## config.mk

```make
export PLATFORM = sky130hd
export DESIGN_NAME = fpu
export DESIGN_NICKNAME = d
export VERILOG_FILES = /design/src/rtl/fpu_pkg.sv /design/src/rtl/fpu_addsub.sv /design/src/rtl/fpu.sv
export SDC_FILE = /design/constraint.sdc
export NUM_CORES = 2
export LEC_CHECK = 0
export ABC_AREA = 1
export CAP_MARGIN = 20
export CORE_AREA = 2 2 268 270
export CTS_BUF_LIST = sky130_fd_sc_hd__clkbuf_8
export DETAILED_ROUTE_END_ITERATION = 10
export DIE_AREA = 0 0 270 272
export GPL_TIMING_DRIVEN = 0
export PLACE_DENSITY = 0.79
export SYNTH_ARGS = -nofsm -noshare
export SYNTH_HDL_FRONTEND = slang
export SYNTH_HIERARCHICAL = 1
export SYNTH_SLANG_ARGS = --single-unit
```

## constraint.sdc

```tcl
create_clock -name clk -period 19.59 [get_ports clk]
set_clock_uncertainty 0.05 [all_clocks]
set_input_delay 3.918 -clock clk [delete_from_list [all_inputs] [get_ports clk]]
set_output_delay 3.918 -clock clk [all_outputs]
set_load 0.02 [all_outputs]
```

## src/rtl/fpu_pkg.sv

```systemverilog
// -----------------------------------------------------------------------------
// fpu_pkg
// Shared types, constants and the common round/pack helper for the binary32
// arithmetic unit.
//
// Configuration macro: FPU_ROUND_EN
//   defined   -> round-to-nearest-even using guard/round/sticky bits
//   undefined -> round-toward-zero (guard/round/sticky discarded)
// -----------------------------------------------------------------------------
package fpu_pkg;

    typedef enum logic [1:0] {
        OP_ADD  = 2'b00,
        OP_SUB  = 2'b01,
        OP_MUL  = 2'b10,
        OP_RSVD = 2'b11
    } fpu_op_e;

    typedef struct packed {
        logic        sign;
        logic [7:0]  exp;
        logic [22:0] frac;
    } fp32_t;

    localparam logic [31:0] QNAN    = 32'h7FC0_0000;
    localparam logic [31:0] POS_INF = 32'h7F80_0000;
    localparam logic [31:0] NEG_INF = 32'hFF80_0000;
    localparam int          BIAS    = 127;

`ifdef FPU_ROUND_EN
    localparam logic ROUND_EN = 1'b1;
`else
    localparam logic ROUND_EN = 1'b0;
`endif

    // Round and pack a normalized magnitude.
    //   mant[26]   : hidden bit (must be 1 unless the value is zero)
    //   mant[25:3] : fraction
    //   mant[2:0]  : guard, round, sticky
    //   exp        : biased exponent, signed so underflow shows as <= 0
    // Overflow saturates to signed infinity; underflow flushes to signed zero.
    function automatic logic [31:0] round_pack(input logic               sign,
                                               input logic signed [10:0] exp,
                                               input logic [26:0]        mant);
        logic [24:0]        m;
        logic signed [10:0] e;
        logic               inc;
        logic [31:0]        r;
        // Nearest-even: round up when guard is set and either something below
        // it is set or the kept LSB is odd (tie goes to even).
        inc = ROUND_EN & mant[2] & (mant[3] | mant[1] | mant[0]);
        m   = {1'b0, mant[26:3]} + {24'd0, inc};
        e   = exp;
        // A rounding carry out of the mantissa re-normalizes by one place.
        if (m[24]) begin
            m = m >> 1;
            e = e + 11'sd1;
        end
        if (e >= 11'sd255)
            r = sign ? NEG_INF : POS_INF;
        else if (e <= 11'sd0)
            r = {sign, 31'd0};
        else
            r = {sign, e[7:0], m[22:0]};
        return r;
    endfunction

endpackage

```

## src/rtl/fpu_addsub.sv

```systemverilog
// -----------------------------------------------------------------------------
// fpu_addsub
// Combinational align / add / normalize / round path for finite binary32
// operands. Denormal inputs are treated as signed zero. NaN/inf handling is
// done by the caller.
//
// Ports:
//   a, b    in  32  operands (b already carries the effective sign for sub)
//   sum     out 32  rounded binary32 result
//
// Rounding mode follows FPU_ROUND_EN through fpu_pkg::round_pack.
// -----------------------------------------------------------------------------
module fpu_addsub
    import fpu_pkg::*;
(
    input  logic [31:0] a,
    input  logic [31:0] b,
    output logic [31:0] sum
);

    fp32_t fa, fb;
    assign fa = fp32_t'(a);
    assign fb = fp32_t'(b);

    logic [23:0]        ma, mb;
    logic [7:0]         big_e, small_e, diff;
    logic [23:0]        big_m, small_m;
    logic               big_s, small_s;
    logic [26:0]        big_ext, small_ext, shifted, mask, al, d, norm;
    logic [27:0]        add28;
    logic [4:0]         lz;
    logic               found;
    logic signed [10:0] exp_n;
    logic [26:0]        mant_n;

    assign ma = (fa.exp != 8'd0) ? {1'b1, fa.frac} : 24'd0;
    assign mb = (fb.exp != 8'd0) ? {1'b1, fb.frac} : 24'd0;

    always_comb begin
        big_e     = fa.exp;
        big_m     = ma;
        big_s     = fa.sign;
        small_e   = fb.exp;
        small_m   = mb;
        small_s   = fb.sign;
        diff      = 8'd0;
        big_ext   = 27'd0;
        small_ext = 27'd0;
        shifted   = 27'd0;
        mask      = 27'd0;
        al        = 27'd0;
        d         = 27'd0;
        norm      = 27'd0;
        add28     = 28'd0;
        lz        = 5'd0;
        found     = 1'b0;
        exp_n     = 11'sd0;
        mant_n    = 27'd0;
        sum       = 32'd0;

        // Order by magnitude so the subtraction below never goes negative.
        if ({fb.exp, mb} > {fa.exp, ma}) begin
            big_e   = fb.exp;
            big_m   = mb;
            big_s   = fb.sign;
            small_e = fa.exp;
            small_m = ma;
            small_s = fa.sign;
        end

        diff      = big_e - small_e;
        big_ext   = {big_m, 3'b000};
        small_ext = {small_m, 3'b000};

        // Right-align the smaller operand; everything shifted past the
        // round bit is ORed into the sticky bit.
        if (diff >= 8'd27) begin
            al = {26'd0, |small_m};
        end else begin
            shifted = small_ext >> diff;
            mask    = (27'd1 << diff) - 27'd1;
            al      = {shifted[26:1], shifted[0] | (|(small_ext & mask))};
        end

        if (big_s == small_s) begin
            add28 = {1'b0, big_ext} + {1'b0, al};
            if (add28[27]) begin
                mant_n = {add28[27:2], add28[1] | add28[0]};
                exp_n  = $signed({3'b000, big_e}) + 11'sd1;
            end else begin
                mant_n = add28[26:0];
                exp_n  = $signed({3'b000, big_e});
            end
            // Also covers zero+zero with equal signs (zero mantissa flushes
            // to a zero carrying that sign).
            sum = round_pack(big_s, exp_n, mant_n);
        end else begin
            d = big_ext - al;
            if (d == 27'd0) begin
                sum = 32'd0;
            end else begin
                for (int i = 26; i >= 0; i--) begin
                    if (!found) begin
                        if (d[i]) found = 1'b1;
                        else      lz    = lz + 5'd1;
                    end
                end
                norm   = d << lz;
                mant_n = norm;
                exp_n  = $signed({3'b000, big_e}) - $signed({6'd0, lz});
                sum    = round_pack(big_s, exp_n, mant_n);
            end
        end
    end

endmodule

```

## src/rtl/fpu.sv

```systemverilog
// -----------------------------------------------------------------------------
// fpu
// Binary32 add / subtract / multiply unit, single issue, one-cycle latency.
// The operation is computed combinationally from the sampled inputs and
// captured in the output register on the accepting edge, so the response is
// visible in the cycle after that edge. Outputs come only from flops.
//
// Handshake: a request is accepted on every rising edge where valid=1 and
// reset is deasserted; there is no backpressure. ready is a one-cycle pulse
// marking that result holds the response to the previous accepted request.
// result holds its last value while idle.
//
// Ports:
//   clk     in  1   clock
//   reset   in  1   synchronous, active-low reset
//   din1    in  32  operand A
//   din2    in  32  operand B
//   valid   in  1   request strobe
//   op_sel  in  2   00 add, 01 sub, 10 mul, 11 reserved (returns qNaN)
//   result  out 32  binary32 result
//   ready   out 1   response strobe
//
// Configuration macro: FPU_ROUND_EN (round-to-nearest-even when defined,
// truncation otherwise).
// -----------------------------------------------------------------------------
module fpu
    import fpu_pkg::*;
(
    input  logic        clk,
    input  logic        reset,
    input  logic [31:0] din1,
    input  logic [31:0] din2,
    input  logic        valid,
    input  logic [1:0]  op_sel,
    output logic [31:0] result,
    output logic        ready
);

    fp32_t   fa, fb;
    fpu_op_e op;
    assign fa = fp32_t'(din1);
    assign fb = fp32_t'(din2);
    assign op = fpu_op_e'(op_sel);

    logic a_nan, b_nan, a_inf, b_inf, a_zero, b_zero;
    assign a_nan  = (fa.exp == 8'hFF) && (fa.frac != 23'd0);
    assign b_nan  = (fb.exp == 8'hFF) && (fb.frac != 23'd0);
    assign a_inf  = (fa.exp == 8'hFF) && (fa.frac == 23'd0);
    assign b_inf  = (fb.exp == 8'hFF) && (fb.frac == 23'd0);
    assign a_zero = (fa.exp == 8'd0);
    assign b_zero = (fb.exp == 8'd0);

    // Subtraction is addition with B's sign flipped.
    logic        b_sign_eff;
    logic [31:0] addsub_res;
    assign b_sign_eff = fb.sign ^ (op == OP_SUB);

    fpu_addsub u_addsub (
        .a   (din1),
        .b   ({b_sign_eff, din2[30:0]}),
        .sum (addsub_res)
    );

    // Multiply datapath.
    logic               mul_sign;
    logic [47:0]        prod;
    logic signed [10:0] mul_exp;
    logic [26:0]        mul_mant;
    logic [31:0]        mul_res;

    assign mul_sign = fa.sign ^ fb.sign;
    assign prod     = {1'b1, fa.frac} * {1'b1, fb.frac};

    always_comb begin
        mul_exp  = $signed({3'b000, fa.exp}) + $signed({3'b000, fb.exp})
                   - 11'(BIAS);
        mul_mant = 27'd0;
        mul_res  = 32'd0;
        // Product of two [1,2) mantissas lies in [1,4): at most one
        // normalizing right shift.
        if (prod[47]) begin
            mul_mant = {prod[47:22], |prod[21:0]};
            mul_exp  = mul_exp + 11'sd1;
        end else begin
            mul_mant = {prod[46:21], |prod[20:0]};
        end
        if (a_zero || b_zero)
            mul_res = {mul_sign, 31'd0};
        else
            mul_res = round_pack(mul_sign, mul_exp, mul_mant);
    end

    // Special-case selection.
    logic [31:0] next_result;

    always_comb begin
        next_result = QNAN;
        case (op)
            OP_ADD, OP_SUB: begin
                if (a_nan || b_nan)
                    next_result = QNAN;
                else if (a_inf && b_inf)
                    next_result = (fa.sign != b_sign_eff) ? QNAN
                                  : {fa.sign, 8'hFF, 23'd0};
                else if (a_inf)
                    next_result = {fa.sign, 8'hFF, 23'd0};
                else if (b_inf)
                    next_result = {b_sign_eff, 8'hFF, 23'd0};
                else
                    next_result = addsub_res;
            end
            OP_MUL: begin
                if (a_nan || b_nan)
                    next_result = QNAN;
                else if ((a_inf && b_zero) || (a_zero && b_inf))
                    next_result = QNAN;
                else if (a_inf || b_inf)
                    next_result = {mul_sign, 8'hFF, 23'd0};
                else
                    next_result = mul_res;
            end
            default: next_result = QNAN;
        endcase
    end

    always_ff @(posedge clk) begin
        if (!reset) begin
            result <= 32'd0;
            ready  <= 1'b0;
        end else begin
            ready <= valid;
            if (valid)
                result <= next_result;
        end
    end

endmodule

```

==> results.json <==
{
  "status": "complete, but fails checks",
  "violations": "setup timing",
  "viasPerCell": 5.565,
  "core.rowCount": 98,
  "tightest_slew_ns": 1.170,
  "diodes": 0,
  "synth_edf_count": 0,
  "required_ns": 19.72,
  "dieHeight_microns": 272,
  "cts_root_buf": "clkbuf_8",
  "holdCritPathClass": "flip-flop to flip-flop",
  "max-cap-violations": 0,
  "drive_gt1_frac": 0.1655,
  "crit_top_cell": "nand2_1",
  "drc": 0,
  "num_vias": 36323,
  "ys_warn_count": 6,
  "yosysTopAreaCellShare": 0.2883,
  "finalInstanceArea_sq_um": 40390,
  "endpoint_kind": "flip-flop",
  "maxSlewHeadroom": 0.2120,
  "grt_max_degree": 12,
  "rsz0062_at_grt": "yes",
  "start_kind": "primary input",
  "finalCritPeriodShare": 1.072,
  "start_util": 0.4750,
  "ios": 102,
  "wl_per_cell_microns": 20.50,
  "max_stage_delay_ns": 0.51,
  "path_class": "primary input to flip-flop",
  "setup-violations-final": 31,
  "slowest_stage": "clkdlybuf4s15_2",
  "synthTopCellsByCount": "nand2_1 (1526), inv_1 (1165), fa_1 (484)",
  "path_max_fanout": 8,
  "cts_max_level": 2,
  "nets": 6426,
  "grt_pass1_wl_mm": 200.8,
  "floorplan.core_area_sq_um": 70750,
  "drt_iter0_drc": 4075,
  "setup_slack_ns": -1.407,
  "overflow": 0,
  "synthesis.area_sq_um": 33610,
  "clockBufferDepth": 2,
  "numCtsBuffers": 5,
  "pre_cts_slack_ns": -3.561,
  "die_x_microns": 270,
  "io_buffers": 100,
  "cts_sinks": 33,
  "period_minus_slack_ns": 21.00,
  "grt_use_total": 0.3529,
  "wirelength_mm": 133.8,
  "timing.hold.ws_ns": 0.4218,
  "yosys.area.top_type": "fa_1",
  "placed_area_sq_um": 36210,
  "yosysSeqAreaShare": 0.01966,
  "synthDistinctLibCells": 66,
  "area_delta_synth_final_pct": 20.17,
  "synth.avg_cell_area_sq_um": 6.416,
  "ant_nets": 0,
  "dieArea_sq_um": 73440,
  "syn_inst": 5238,
  "ctsHoldBuffers": 0,
  "yosysMostFrequentCell": "nand2_1",
  "slew_violations": 0,
  "hpwl_mm": 104.8,
  "cts_tree": "built",
  "hold_viol_final": 0,
  "place_congestion": 1.042,
  "antenna_found_initial": 1,
  "synth.net_count": 6088,
  "timing.fmax_ghz": 0.04763,
  "dominantRegCellSynth": "dfxtp_1",
  "cp.arrival_ns": 21.12,
  "synth_area_leaders": "fa_1 (29%), nand2_1 (17%), inv_1 (13%), ha_1 (11%), nand3_1 (4.4%)",
  "ys_ff_latch": 33,
  "async_flop_share": 0,
  "worst_skew_pair.late_latency_ns": 0.28,
  "clkTransAtPathRegs_ns": 0.08,
  "firstDrtPassIters": 8,
  "grt_pass1_vias": 35998
}
[logic make-up (layout without fill, tap and decap cells)]
group	count (synthesis)	count (layout)	share of synthesized area
buffers and inverters	1389	1728	0.1583
AOI/OAI and AO/OA	562	562	0.09497
muxes	2	2	0.0005957
and+or+nand+nor	2380	2380	0.3034
adders and majority gates	781	781	0.3989
xor gates and xnor gates	91	91	0.02416
DFF	33	33	0.01966
[placed cells by master (no fill, tap or decap), drive strengths merged, types with 5 or more instances in the layout]
cell type / n
a21o: 12
a21oi: 206
a31oi: 19
and2: 5
buf: 286
clkbuf: 156
clkdlybuf4s15: 21
clkdlybuf4s50: 43
clkinv: 11
dfxtp: 33
dlygate4sd2: 10
fa: 484
ha: 297
inv: 1195
nand2: 1558
nand3: 311
nand4: 59
nor2: 366
nor3: 26
nor4: 26
o2111ai: 6
o211ai: 15
o21a: 16
o21ai: 237
o21bai: 17
o22ai: 5
o31ai: 9
or2: 22
xnor2: 24
xor2: 67
[flip-flops by register name, indices dropped and copies added (netlist names)]
register,cells
result,32
ready,1
[timing repair]
item,in CTS,in global routing
setup endpoints to repair,31,31
pin swaps,176,192
buffers inserted,163,69
gates cloned,6,0
gates resized for setup,515,273
[worst max-delay path: cells and delay by family]
kind | cells | cell delay [ns]
compound gates | 27 | 4.15
fa+ha+maj | 17 | 4.60
xor+xnor | 1 | 0.20
simple gates | 59 | 5.44
buf+inv | 25 | 2.75
[through the flow]
stage            util  instances  setup TNS [ns]
6_report       0.5708       6527          -37.02
5_1_grt        0.5708       6527          -68.11
4_1_cts        0.5501       6463          -25.18
3_5_place_dp   0.5118       6289          -95.90
3_3_place_gp   0.5118       6288          -90.32
2_1_floorplan       -       5238               0
[layer usage]
metal | vias up | share of wire | global-route usage
li1 | 16577 | - | -
met1 | 16997 | 0.36 | 0.4164
met2 | 2093 | 0.45 | 0.5806
met3 | 654 | 0.097 | 0.05889
met4 | 2 | 0.096 | 0.2629
met5 | - | 0.000082 | 0
[area by class of cell]
class	count	area [sq um]
plain buffers	181	944.7
clock buffers	5	68.82
clock inverters	3	17.52
fillers	6679	30370
inverters	1204	4592
multi-input cells	3816	29900
flip-flops and latches	33	660.6
well taps	950	1189
repair buffers	335	3017
[worst paths after layout]
kind	start	endpoint	slack (ns)	cells past startpoint
max	din2[13]	result[18]	-1.41	129
max reg2reg	result[5]	result[5]	18.80	2
min reg2reg	result[27]	result[27]	0.42	2
min	result[27]	result[27]	0.42	2
Power is not shown: default switching activity piles up to over one toggle a cycle in this logic, so the estimate is an artifact.
